`src/rtl/cdi_periph_pkg.sv`:
```
// Shared definitions for the CD-i serial pointing device: FSM states, ID/header bits,
// and the 3-byte report packing.
package cdi_periph_pkg;

    typedef enum logic [2:0] {
        OFF,
        ID_WAIT,
        IDLE,
        SEND,
        GAP
    } pd_state_e;

    localparam logic [7:0] PD_ID_BYTE  = 8'h4D;
    localparam logic [1:0] PD_HDR_BITS = 2'b11;
    localparam logic [1:0] PD_PAD_BITS = 2'b00;

    typedef struct packed {
        logic [1:0] btn;
        logic [7:0] x;
        logic [7:0] y;
    } pd_report_t;

    // Byte idx of a report: header with buttons and motion MSBs, then X and Y low bits
    function automatic logic [7:0] pd_packet_byte(input pd_report_t r, input logic [1:0] idx);
        logic [7:0] b;
        case (idx)
            2'd0:    b = {PD_HDR_BITS, r.btn[0], r.btn[1], r.y[7:6], r.x[7:6]};
            2'd1:    b = {PD_PAD_BITS, r.x[5:0]};
            default: b = {PD_PAD_BITS, r.y[5:0]};
        endcase
        return b;
    endfunction

endpackage

```
`src/rtl/bytestream.sv`:
```
// Unbuffered byte stream: data qualified by a single-cycle strobe, no back-pressure.
interface bytestream;
    logic [7:0] data;
    logic       strobe;

    modport source (output data, strobe);
    modport sink   (input  data, strobe);
endinterface

```
`src/rtl/sat_accum8.sv`:
```
// 8-bit signed accumulator with saturation; clear and add in the same cycle yields sat(0+delta).
module sat_accum8 (
    input  logic       clk30,
    input  logic       reset,
    input  logic       clear,
    input  logic       add,
    input  logic [7:0] delta,
    output logic [7:0] acc
);

    logic [7:0]        base_c;
    logic signed [8:0] sum_c;
    logic [7:0]        acc_d;

    always_comb begin
        base_c = clear ? 8'h00 : acc;
        sum_c  = $signed({base_c[7], base_c}) + $signed({delta[7], delta});
        acc_d  = base_c;
        if (add) begin
            if (sum_c > 9'sd127) begin
                acc_d = 8'h7F;
            end else if (sum_c < -9'sd128) begin
                acc_d = 8'h80;
            end else begin
                acc_d = sum_c[7:0];
            end
        end
    end

    always_ff @(posedge clk30) begin
        if (reset) begin
            acc <= 8'h00;
        end else begin
            acc <= acc_d;
        end
    end

endmodule

```
`src/rtl/pointing_device_serial.sv`:
```
// Serial mouse emulation: sends 0x4D on power-up (rts rise), then 3-byte reports of
// accumulated joystick motion and button changes, one byte per BYTE_GAP+1 cycles.
module pointing_device_serial
    import cdi_periph_pkg::*;
#(
    parameter int unsigned BYTE_GAP = 225000,
    parameter int unsigned ID_DELAY = 300000
) (
    input  logic       clk30,
    input  logic       reset,
    input  logic       rts,
    input  logic [7:0] joy_dx,
    input  logic [7:0] joy_dy,
    input  logic       joy_valid,
    input  logic [1:0] btn,
    bytestream.source  serial_out
);

    localparam int unsigned CNT_MAX = (BYTE_GAP > ID_DELAY) ? BYTE_GAP : ID_DELAY;
    localparam int unsigned CNT_W   = $clog2(CNT_MAX + 1);

    pd_state_e        state_q, state_d;
    logic [CNT_W-1:0] cnt_q, cnt_d;
    logic [1:0]       idx_q, idx_d;
    logic             id_gap_q, id_gap_d;
    logic             rts_q;
    pd_report_t       tx_q, tx_d;
    logic [1:0]       btn_sent_q, btn_sent_d;
    logic             strobe_q, strobe_d;
    logic [7:0]       data_q, data_d;
    logic [7:0]       acc_x, acc_y;
    logic             acc_clear_c, acc_add_c, pending_c;

    assign pending_c = (acc_x != 8'h00) || (acc_y != 8'h00) || (btn != btn_sent_q);

    sat_accum8 u_acc_x (
        .clk30 (clk30),
        .reset (reset),
        .clear (acc_clear_c),
        .add   (acc_add_c),
        .delta (joy_dx),
        .acc   (acc_x)
    );

    sat_accum8 u_acc_y (
        .clk30 (clk30),
        .reset (reset),
        .clear (acc_clear_c),
        .add   (acc_add_c),
        .delta (joy_dy),
        .acc   (acc_y)
    );

    // Next-state and output decode; a dropped rts overrides every state
    always_comb begin
        state_d     = state_q;
        cnt_d       = cnt_q;
        idx_d       = idx_q;
        id_gap_d    = id_gap_q;
        tx_d        = tx_q;
        btn_sent_d  = btn_sent_q;
        strobe_d    = 1'b0;
        data_d      = data_q;
        acc_clear_c = 1'b0;
        acc_add_c   = joy_valid;

        if (!rts) begin
            state_d     = OFF;
            cnt_d       = '0;
            idx_d       = 2'd0;
            id_gap_d    = 1'b0;
            acc_clear_c = 1'b1;
            acc_add_c   = 1'b0;
        end else begin
            case (state_q)
                OFF: begin
                    acc_clear_c = 1'b1;
                    acc_add_c   = 1'b0;
                    if (!rts_q) begin
                        state_d = ID_WAIT;
                        cnt_d   = '0;
                    end
                end
                ID_WAIT: begin
                    if (cnt_q == CNT_W'(ID_DELAY - 1)) begin
                        state_d  = GAP;
                        cnt_d    = '0;
                        id_gap_d = 1'b1;
                        strobe_d = 1'b1;
                        data_d   = PD_ID_BYTE;
                    end else begin
                        cnt_d = cnt_q + CNT_W'(1);
                    end
                end
                IDLE: begin
                    if (pending_c) begin
                        tx_d        = '{btn: btn, x: acc_x, y: acc_y};
                        btn_sent_d  = btn;
                        idx_d       = 2'd0;
                        state_d     = SEND;
                        strobe_d    = 1'b1;
                        data_d      = pd_packet_byte(tx_d, 2'd0);
                        acc_clear_c = 1'b1;
                    end
                end
                SEND: begin
                    state_d = GAP;
                    cnt_d   = '0;
                end
                GAP: begin
                    if (cnt_q == CNT_W'(BYTE_GAP - 1)) begin
                        cnt_d = '0;
                        if (id_gap_q || (idx_q == 2'd2)) begin
                            state_d  = IDLE;
                            idx_d    = 2'd0;
                            id_gap_d = 1'b0;
                        end else begin
                            state_d  = SEND;
                            idx_d    = idx_q + 2'd1;
                            strobe_d = 1'b1;
                            data_d   = pd_packet_byte(tx_q, idx_q + 2'd1);
                        end
                    end else begin
                        cnt_d = cnt_q + CNT_W'(1);
                    end
                end
                default: state_d = OFF;
            endcase
        end
    end

    always_ff @(posedge clk30) begin
        if (reset) begin
            state_q    <= OFF;
            cnt_q      <= '0;
            idx_q      <= 2'd0;
            id_gap_q   <= 1'b0;
            rts_q      <= 1'b0;
            tx_q       <= '0;
            btn_sent_q <= 2'b00;
            strobe_q   <= 1'b0;
            data_q     <= 8'h00;
        end else begin
            state_q    <= state_d;
            cnt_q      <= cnt_d;
            idx_q      <= idx_d;
            id_gap_q   <= id_gap_d;
            rts_q      <= rts;
            tx_q       <= tx_d;
            btn_sent_q <= btn_sent_d;
            strobe_q   <= strobe_d;
            data_q     <= data_d;
        end
    end

    assign serial_out.data   = data_q;
    assign serial_out.strobe = strobe_q;

endmodule

```
`src/flat_wrapper.sv`:
```
// flat-port wrapper written by rule: the top's interface ports become plain ports
module pointing_device_serial_flat import cdi_periph_pkg::*;
#(
    parameter int unsigned BYTE_GAP = 225000,
    parameter int unsigned ID_DELAY = 300000
)
  (clk30, reset, rts, joy_dx, joy_dy, joy_valid, btn, serial_out_data, serial_out_strobe);
  bytestream serial_out_i ();
  input  logic clk30;
  input  logic reset;
  input  logic rts;
  input  logic [7:0] joy_dx;
  input  logic [7:0] joy_dy;
  input  logic joy_valid;
  input  logic [1:0] btn;
  output wire logic [$bits(serial_out_i.data)-1:0] serial_out_data;
  output wire logic [$bits(serial_out_i.strobe)-1:0] serial_out_strobe;
  assign serial_out_data = serial_out_i.data;
  assign serial_out_strobe = serial_out_i.strobe;
  pointing_device_serial #(.BYTE_GAP(BYTE_GAP), .ID_DELAY(ID_DELAY)) u_core (.clk30(clk30), .reset(reset), .rts(rts), .joy_dx(joy_dx), .joy_dy(joy_dy), .joy_valid(joy_valid), .btn(btn), .serial_out(serial_out_i));
endmodule
```
`config.mk`:
```
export PLATFORM = sky130hd
export DESIGN_NAME = pointing_device_serial_flat
export DESIGN_NICKNAME = d
export VERILOG_FILES = /design/src/rtl/cdi_periph_pkg.sv /design/src/rtl/bytestream.sv /design/src/rtl/sat_accum8.sv /design/src/rtl/pointing_device_serial.sv /design/src/flat_wrapper.sv
export SDC_FILE = /design/constraint.sdc
export NUM_CORES = 1
export LEC_CHECK = 0
export CELL_PAD_IN_SITES_DETAIL_PLACEMENT = 1
export CELL_PAD_IN_SITES_GLOBAL_PLACEMENT = 2
export CORE_ASPECT_RATIO = 1.5
export CORE_MARGIN = 5
export CORE_UTILIZATION = 40
export CTS_BUF_LIST = sky130_fd_sc_hd__clkbuf_4 sky130_fd_sc_hd__clkbuf_8
export CTS_CLUSTER_SIZE = 10
export DETAILED_ROUTE_END_ITERATION = 8
export HOLD_SLACK_MARGIN = 0.12
export PLACE_DENSITY = 0.89
export SLEW_MARGIN = 20
export SYNTH_ARGS = -nofsm -noshare
export SYNTH_HDL_FRONTEND = slang
export SYNTH_SLANG_ARGS = --single-unit
```
`constraint.sdc`:
```
create_clock -name clk30 -period 7 [get_ports clk30]
set_input_delay 2.1 -clock clk30 [delete_from_list [all_inputs] [get_ports clk30]]
set_output_delay 2.1 -clock clk30 [all_outputs]
set_load 0.05 [all_outputs]
```
==> results of run 1 <==
-- worst max-delay path, cell delays in order --
cell             delay [ns]
clkdlybuf4s50_1        0.52
xnor2_1                0.13
nand2_1                0.12
o21ai_0                0.41
and3_1                 0.56
and2_1                 0.20
ha_1                   0.22
fa_1                   0.23
a21oi_1                0.10
o21ai_0                0.32
o21ai_0                0.25
o31ai_2                0.53
a21oi_1                0.08
nor3_1                 0.19
-- sequential cells by signal, summed over array words and instances (netlist names) --
| name | flops |
|---|---|
| u_core.serial_out.strobe | 1 |
| u_core.u_acc_x.acc | 8 |
| u_core.u_acc_y.acc | 8 |
| u_core.cnt_q | 19 |
| u_core.serial_out.data | 8 |
| u_core.rts_q | 1 |
| u_core.state_q | 3 |
| u_core.id_gap_q | 1 |
| u_core.tx_q | 18 |
| u_core.idx_q | 2 |
-- worst paths after layout --
| check | startpoint | to | slack, ns | depth (start not counted) |
|---|---|---|---|---|
| setup / recovery | btn[1] | u_core.u_acc_x.acc[3]$_SDFF_PP0_ | 1.29 | 14 |
| hold / removal | u_core.serial_out.data[0]$_SDFFE_PP0P_ | u_core.serial_out.data[0]$_SDFFE_PP0P_ | 0.47 | 2 |
| setup reg to reg | u_core.state_q[0]$_SDFFE_PP0P_ | u_core.u_acc_x.acc[0]$_SDFF_PP0_ | 2.85 | 13 |
| hold reg to reg | u_core.serial_out.data[0]$_SDFFE_PP0P_ | u_core.serial_out.data[0]$_SDFFE_PP0P_ | 0.47 | 2 |
-- Yosys cell counts (all sizes together) (2+ instances only) --
| master | instances | area [sq um] |
|---|---|---|
| buf | 9 | 58.8 |
| a22oi | 8 | 60.1 |
| a21o | 4 | 30.0 |
| and2 | 20 | 130 |
| nand3b | 4 | 30.0 |
| nor2 | 49 | 184 |
| ha | 20 | 250 |
| clkbuf | 12 | 45.0 |
| o31ai | 5 | 61.3 |
| xor2 | 13 | 114 |
| or4 | 3 | 22.5 |
| or3b | 2 | 20.0 |
| nor3 | 25 | 136 |
| nor4 | 5 | 31.3 |
| xnor2 | 12 | 105 |
| a31oi | 4 | 25.0 |
| a31o | 4 | 43.8 |
| and4 | 5 | 46.3 |
| nand4b | 2 | 32.5 |
| o221ai | 2 | 17.5 |
| inv | 9 | 33.8 |
| a21oi | 50 | 250 |
| dfxtp | 69 | 1380 |
| nand4 | 11 | 68.8 |
| a2bb2oi | 2 | 17.5 |
| fa | 2 | 40.0 |
| o211ai | 3 | 22.5 |
| a211oi | 5 | 37.5 |
| a221oi | 3 | 26.3 |
| nand3 | 12 | 65.1 |
| mux2i | 20 | 200 |
| or3 | 2 | 12.5 |
| nand2b | 5 | 31.3 |
| o21ai | 19 | 98.9 |
| nor2b | 8 | 50.1 |
| nand2 | 35 | 134 |
| and3 | 7 | 43.8 |
-- layout make-up --
class | instances | area [sq um] | area share, %
clock buffer | 10 | 138 | 3.03
clock inverter | 6 | 38.8 | 0.855
inverter | 9 | 33.8 | 0.745
multi-input combinational | 376 | 2490 | 54.8
sequential | 69 | 1380 | 30.4
tap | 115 | 144 | 3.17
timing repair buffer | 32 | 315 | 6.95
-- logic make-up after synthesis --
family | count (synthesis) | share of synthesized area, %
and+or+nand+nor | 197 | 26.4
AOI/OAI and AO/OA | 112 | 18.0
DFF | 69 | 34.5
buffers and inverters | 30 | 3.44
xor gates and xnor gates | 25 | 5.47
adders and majority gates | 22 | 7.25
muxes | 20 | 5.00
-- stage by stage --
| step | cell area [sq um] | power [mW] | utilization, % | setup slack, ns |
|---|---|---|---|---|
| after global placement | 4360 | 0.518 | 44.7 | 1.07 |
| after detailed placement | 4360 | 0.520 | 44.7 | 0.856 |
| final | 4540 | 0.806 | 46.6 | 1.29 |
| after floorplan | 4010 | 0.483 | - | 2.22 |
| after global routing | 4540 | 0.839 | 46.6 | 0.980 |
| after CTS | 4540 | 0.816 | 46.6 | 1.22 |
-- routing by layer --
metal | up-vias | part of all wire (%) | GRT usage [%]
met5 | - | 0 | 0
met4 | 0 | 3.0 | 8.76
met3 | 20 | 1.6 | 2.61
met2 | 35 | 56 | 37.5
met1 | 1713 | 39 | 19.1
li1 | 1755 | - | -
-- power groups by stage --
stage	clock, mW	combinational [mW]	sequential [mW]
after global routing	0.318	0.115	0.406
after detailed placement	0	0.106	0.415
after floorplan	0	0.0607	0.423
after global placement	0	0.104	0.415
final	0.296	0.105	0.406
after CTS	0.304	0.106	0.405
==> impl_metrics.env, run 1 <==
export IMPL_status="completed"
export IMPL_clk_pin_slew_worst_paths_ns=0.07
export IMPL_clkPwrFrac_pct=36.7
export IMPL_grt_max_degree=28
export IMPL_ant_nets=0
export IMPL_powerDensity_nw_per_um2=178
export IMPL_setup_viol=0
export IMPL_postCtsSetupRepairBufs=0
export IMPL_combinationalPowerShare_pct=13.0
export IMPL_diodes=0
export IMPL_pin_count=31
export IMPL_htreeDepth=3
export IMPL_dieHeight_um=133
export IMPL_fin_setup_tns_ns=0
export IMPL_tightest_slew_ns=0.767
export IMPL_grt_pass1_vias=3871
export IMPL_cts_buffers=9
export IMPL_die_area_sq_um=12200
export IMPL_nFillCells=1166
export IMPL_cp_end_kind="flip-flop"
export IMPL_cap_violations=0
export IMPL_dp_cells=601
export IMPL_synthesis_nets=519
export IMPL_cts_tree="built"
export IMPL_cp_required_ns=7.27
export IMPL_rows=44
export IMPL_layout_common_cells="dfxtp_1, a21oi_1, nor2_1, nand2_1, clkdlybuf4s50_1"
export IMPL_die_w_um=91.7
export IMPL_period_share_pct=81.5
export IMPL_hpwlAfterDp_um=8550
export IMPL_hp_class="flip-flop to flip-flop"
export IMPL_hold_buffers=0
export IMPL_core_sq_um=9740
export IMPL_grtUsageTotal_pct=19.0
export IMPL_hold_ws_ns=0.466
export IMPL_mostFrequentLayoutCell="dfxtp_1"
export IMPL_p_seq_share_pct=50.3
export IMPL_wl_per_cell_um=17.9
export IMPL_synth_edf_count=0
export IMPL_antenna_found_initial=0
export IMPL_slew_headroom_pct=48.7
export IMPL_port_buffers=30
export IMPL_drtPass1Iterations=4
export IMPL_drt_iter0_drc=86
export IMPL_leakage_nw=1.83
export IMPL_areaGrowthSynthToFinish_pct=13.3
export IMPL_synth_seq_cells=69
export IMPL_drv_slew=0
export IMPL_clock_sinks=69
export IMPL_synth_flop_cell="dfxtp_1"
export IMPL_grt_setup_unrepaired="false"
export IMPL_ys_warn_count=0
export IMPL_root_buffer="clkbuf_8"
export IMPL_overflow=0
export IMPL_syn_cell_area_sq_um=4010
export IMPL_drt_wl_total_um=11000
export IMPL_drive_above_1_share_pct=6.97
export IMPL_critical_path_peak_fanout=16
export IMPL_num_vias=3523
export IMPL_critPathLaunchType="input port"
export IMPL_arrival_ns=5.98
export IMPL_fmax_mhz=175
export IMPL_syn_avg_cell_area_sq_um=8.43
export IMPL_ys_types=58
export IMPL_power_switching_mw=0.229
export IMPL_critPathKind="input port to flip-flop"
export IMPL_drc=0
export IMPL_swShare_pct=28.4
export IMPL_vias_per_cell=5.71
export IMPL_p_int_mw=0.577
export IMPL_yosysSeqAreaShare_pct=34.5
export IMPL_fin_skew_ns=0.00850
export IMPL_clk_path_buf_depth=2
export IMPL_synthArstFlopShare_pct=0
export IMPL_start_util_pct=41.1
export IMPL_layout_cells_non_filler=617
export IMPL_hold_viol_final=0
export IMPL_post_cts_resized=0
export IMPL_syn_inst=475
export IMPL_final_net_count=541
export IMPL_fin_crit_ns=5.71
export IMPL_grt_first_pass_wirelength_um=18700
export IMPL_ir_drop_v=0.0000775
export IMPL_clock_latency_ns=0.36
export IMPL_gp_congestion=0.809
No activity file was read; power rests on OpenSTA's default activity.
==> inputs of run 2 (changes only) <==
- CORE_UTILIZATION: 40 -> 33
- PLACE_DENSITY: 0.89 -> 0.78
- clock period: 7 -> 4.8 ns (I/O delays scaled with it)
==> run 2 against run 1 <==
Non-clock buffer count rose by 17. Worst setup slack lost 0.93 ns. Clock power increased by 100%. Design area rose by 5.5%. Critical path type unchanged. First-iteration DRC count rose by 28%. Global-route usage decreased by 2.2 points. Critical path depth decreased by 1. Sequential power increased by 46%. Clock-buffer cell count unchanged. Worst hold slack about the same. Critical endpoint is now u_core.u_acc_x.acc[6]$_SDFF_PP0_. Wire length grew 6.7%.
==> impl_metrics.env, run 2 (synthesis gave the netlist of run 1 again) <==
export IMPL_status="completed"
export IMPL_areaGrowthSynthToFinish_pct=19.5
export IMPL_final_net_count=558
export IMPL_leakage_nw=1.94
export IMPL_drt_iter0_drc=110
export IMPL_root_buffer="clkbuf_8"
export IMPL_drc=0
export IMPL_grt_setup_unrepaired="false"
export IMPL_power_mw=1.35
export IMPL_hpwlAfterDp_um=9190
export IMPL_critical_path_peak_fanout=16
export IMPL_slew_headroom_pct=51.0
export IMPL_port_buffers=30
export IMPL_die_w_um=100
export IMPL_post_route_util_pct=40.0
export IMPL_clock_latency_ns=0.35
export IMPL_setup_viol=0
export IMPL_arrival_ns=4.71
export IMPL_overflow=0
export IMPL_layout_cells_non_filler=672
export IMPL_antenna_found_initial=0
export IMPL_hold_ws_ns=0.466
export IMPL_rows=49
export IMPL_p_int_mw=1.01
export IMPL_layout_setup_ws_ns=0.362
export IMPL_clk_path_buf_depth=2
export IMPL_dp_cells=656
export IMPL_p_seq_share_pct=43.9
export IMPL_hp_class="flip-flop to flip-flop"
export IMPL_period_share_pct=92.5
export IMPL_ir_drop_v=0.000113
export IMPL_core_sq_um=12000
export IMPL_num_vias=3638
export IMPL_powerDensity_nw_per_um2=282
export IMPL_fin_crit_ns=4.44
export IMPL_vias_per_cell=5.41
export IMPL_grt_pass1_vias=3879
export IMPL_cp_end_kind="flip-flop"
export IMPL_pin_count=31
export IMPL_clk_pin_slew_worst_paths_ns=0.08
export IMPL_power_switching_mw=0.341
export IMPL_cap_violations=0
export IMPL_start_util_pct=33.5
export IMPL_diodes=0
export IMPL_fmax_mhz=225
export IMPL_combinationalPowerShare_pct=12.0
export IMPL_swShare_pct=25.3
export IMPL_grt_first_pass_wirelength_um=19600
export IMPL_grtUsageTotal_pct=16.8
export IMPL_ant_nets=0
export IMPL_clkPwrFrac_pct=44.1
export IMPL_grt_max_degree=27
export IMPL_htreeDepth=3
export IMPL_drt_wl_total_um=11800
export IMPL_wl_per_cell_um=17.5
export IMPL_cp_required_ns=5.07
export IMPL_cts_buffers=9
export IMPL_cts_tree="built"
export IMPL_tightest_slew_ns=0.732
export IMPL_die_area_sq_um=14500
export IMPL_hold_buffers=0
export IMPL_pre_cts_slack_ns=-0.212
export IMPL_drv_slew=0
export IMPL_critPathLaunchType="input port"
export IMPL_critPathKind="input port to flip-flop"
export IMPL_gp_congestion=0.791
export IMPL_fin_skew_ns=0.0102
export IMPL_dieHeight_um=145
export IMPL_reg_top3="u_core.cnt_q x19, u_core.tx_q x18"
export IMPL_mostFrequentLayoutCell="dfxtp_1"
export IMPL_largest_register_ffs=19
export IMPL_hold_viol_final=0
export IMPL_layout_common_cells="dfxtp_1, a21oi_1, nor2_1, nand2_1, clkdlybuf4s50_1"
export IMPL_clock_sinks=69
export IMPL_drive_above_1_share_pct=10.2
export IMPL_drtPass1Iterations=4
export IMPL_regMostFlops="u_core.cnt_q"
## run 2: per-layer routing
layer,part of all wire (%),vias to the layer above,GRT usage [%]
met1,39,1789,17.9
li1,-,1795,-
met5,0,-,0
met3,1.7,20,2.02
met2,56,34,31.8
met4,3.3,0,7.93
## run 2: power by group through the flow
stage                     Combinational (mW)  Clock [mW]  Sequential, mW
after floorplan                       0.0884           0           0.616
after global placement                 0.160           0           0.605
after detailed placement               0.162           0           0.605
after CTS                              0.163       0.605           0.591
after global routing                   0.176       0.625           0.593
final                                  0.162       0.594           0.591
## run 2: area by class of cell
class	instances	area, sq um
multi-input cells	376	2490
fillers	1427	7170
clock buffers	10	138
well taps	153	191
repair buffers	49	443
inverters	9	33.8
flip-flops and latches	69	1380
clock inverters	6	110
## run 2: per-stage QoR
| step | instance area, sq um | setup TNS, ns |
|---|---|---|
| 2_1_floorplan | 4010 | 0 |
| 4_1_cts | 4780 | 0 |
| 6_report | 4780 | 0 |
| 3_3_place_gp | 4540 | -0.441 |
| 3_5_place_dp | 4540 | -1.35 |
| 5_1_grt | 4780 | 0 |
## run 2: final timing paths
path,startpoint,endpoint,slack (ns),depth (start not counted)
worst max-delay path,btn[0],u_core.u_acc_x.acc[6]$_SDFF_PP0_,0.36,13
worst min register to register,u_core.serial_out.data[0]$_SDFFE_PP0P_,u_core.serial_out.data[0]$_SDFFE_PP0P_,0.47,2
worst max register to register,u_core.u_acc_x.acc[7]$_SDFF_PP0_,u_core.u_acc_x.acc[6]$_SDFF_PP0_,1.10,12
worst min-delay path,u_core.serial_out.data[0]$_SDFFE_PP0P_,u_core.serial_out.data[0]$_SDFFE_PP0P_,0.47,2
## run 2: worst max-delay path, cell delays in order
cell and delay [ns]:
clkdlybuf4s50_1 0.50, xnor2_1 0.13, nand2_1 0.10, o21ai_0 0.23, and3_2 0.38, and2_1 0.22
ha_1 0.26, a211oi_1 0.28, o311ai_1 0.19, and4_1 0.26, o21ai_1 0.42, a21oi_1 0.12
nor3_1 0.18
## run 2: timing repair
| action | CTS | global route |
|---|---|---|
| setup buffers | 0 | 0 |
| resized for setup | 0 | 1 |
| setup endpoints to repair | 0 | 14 |
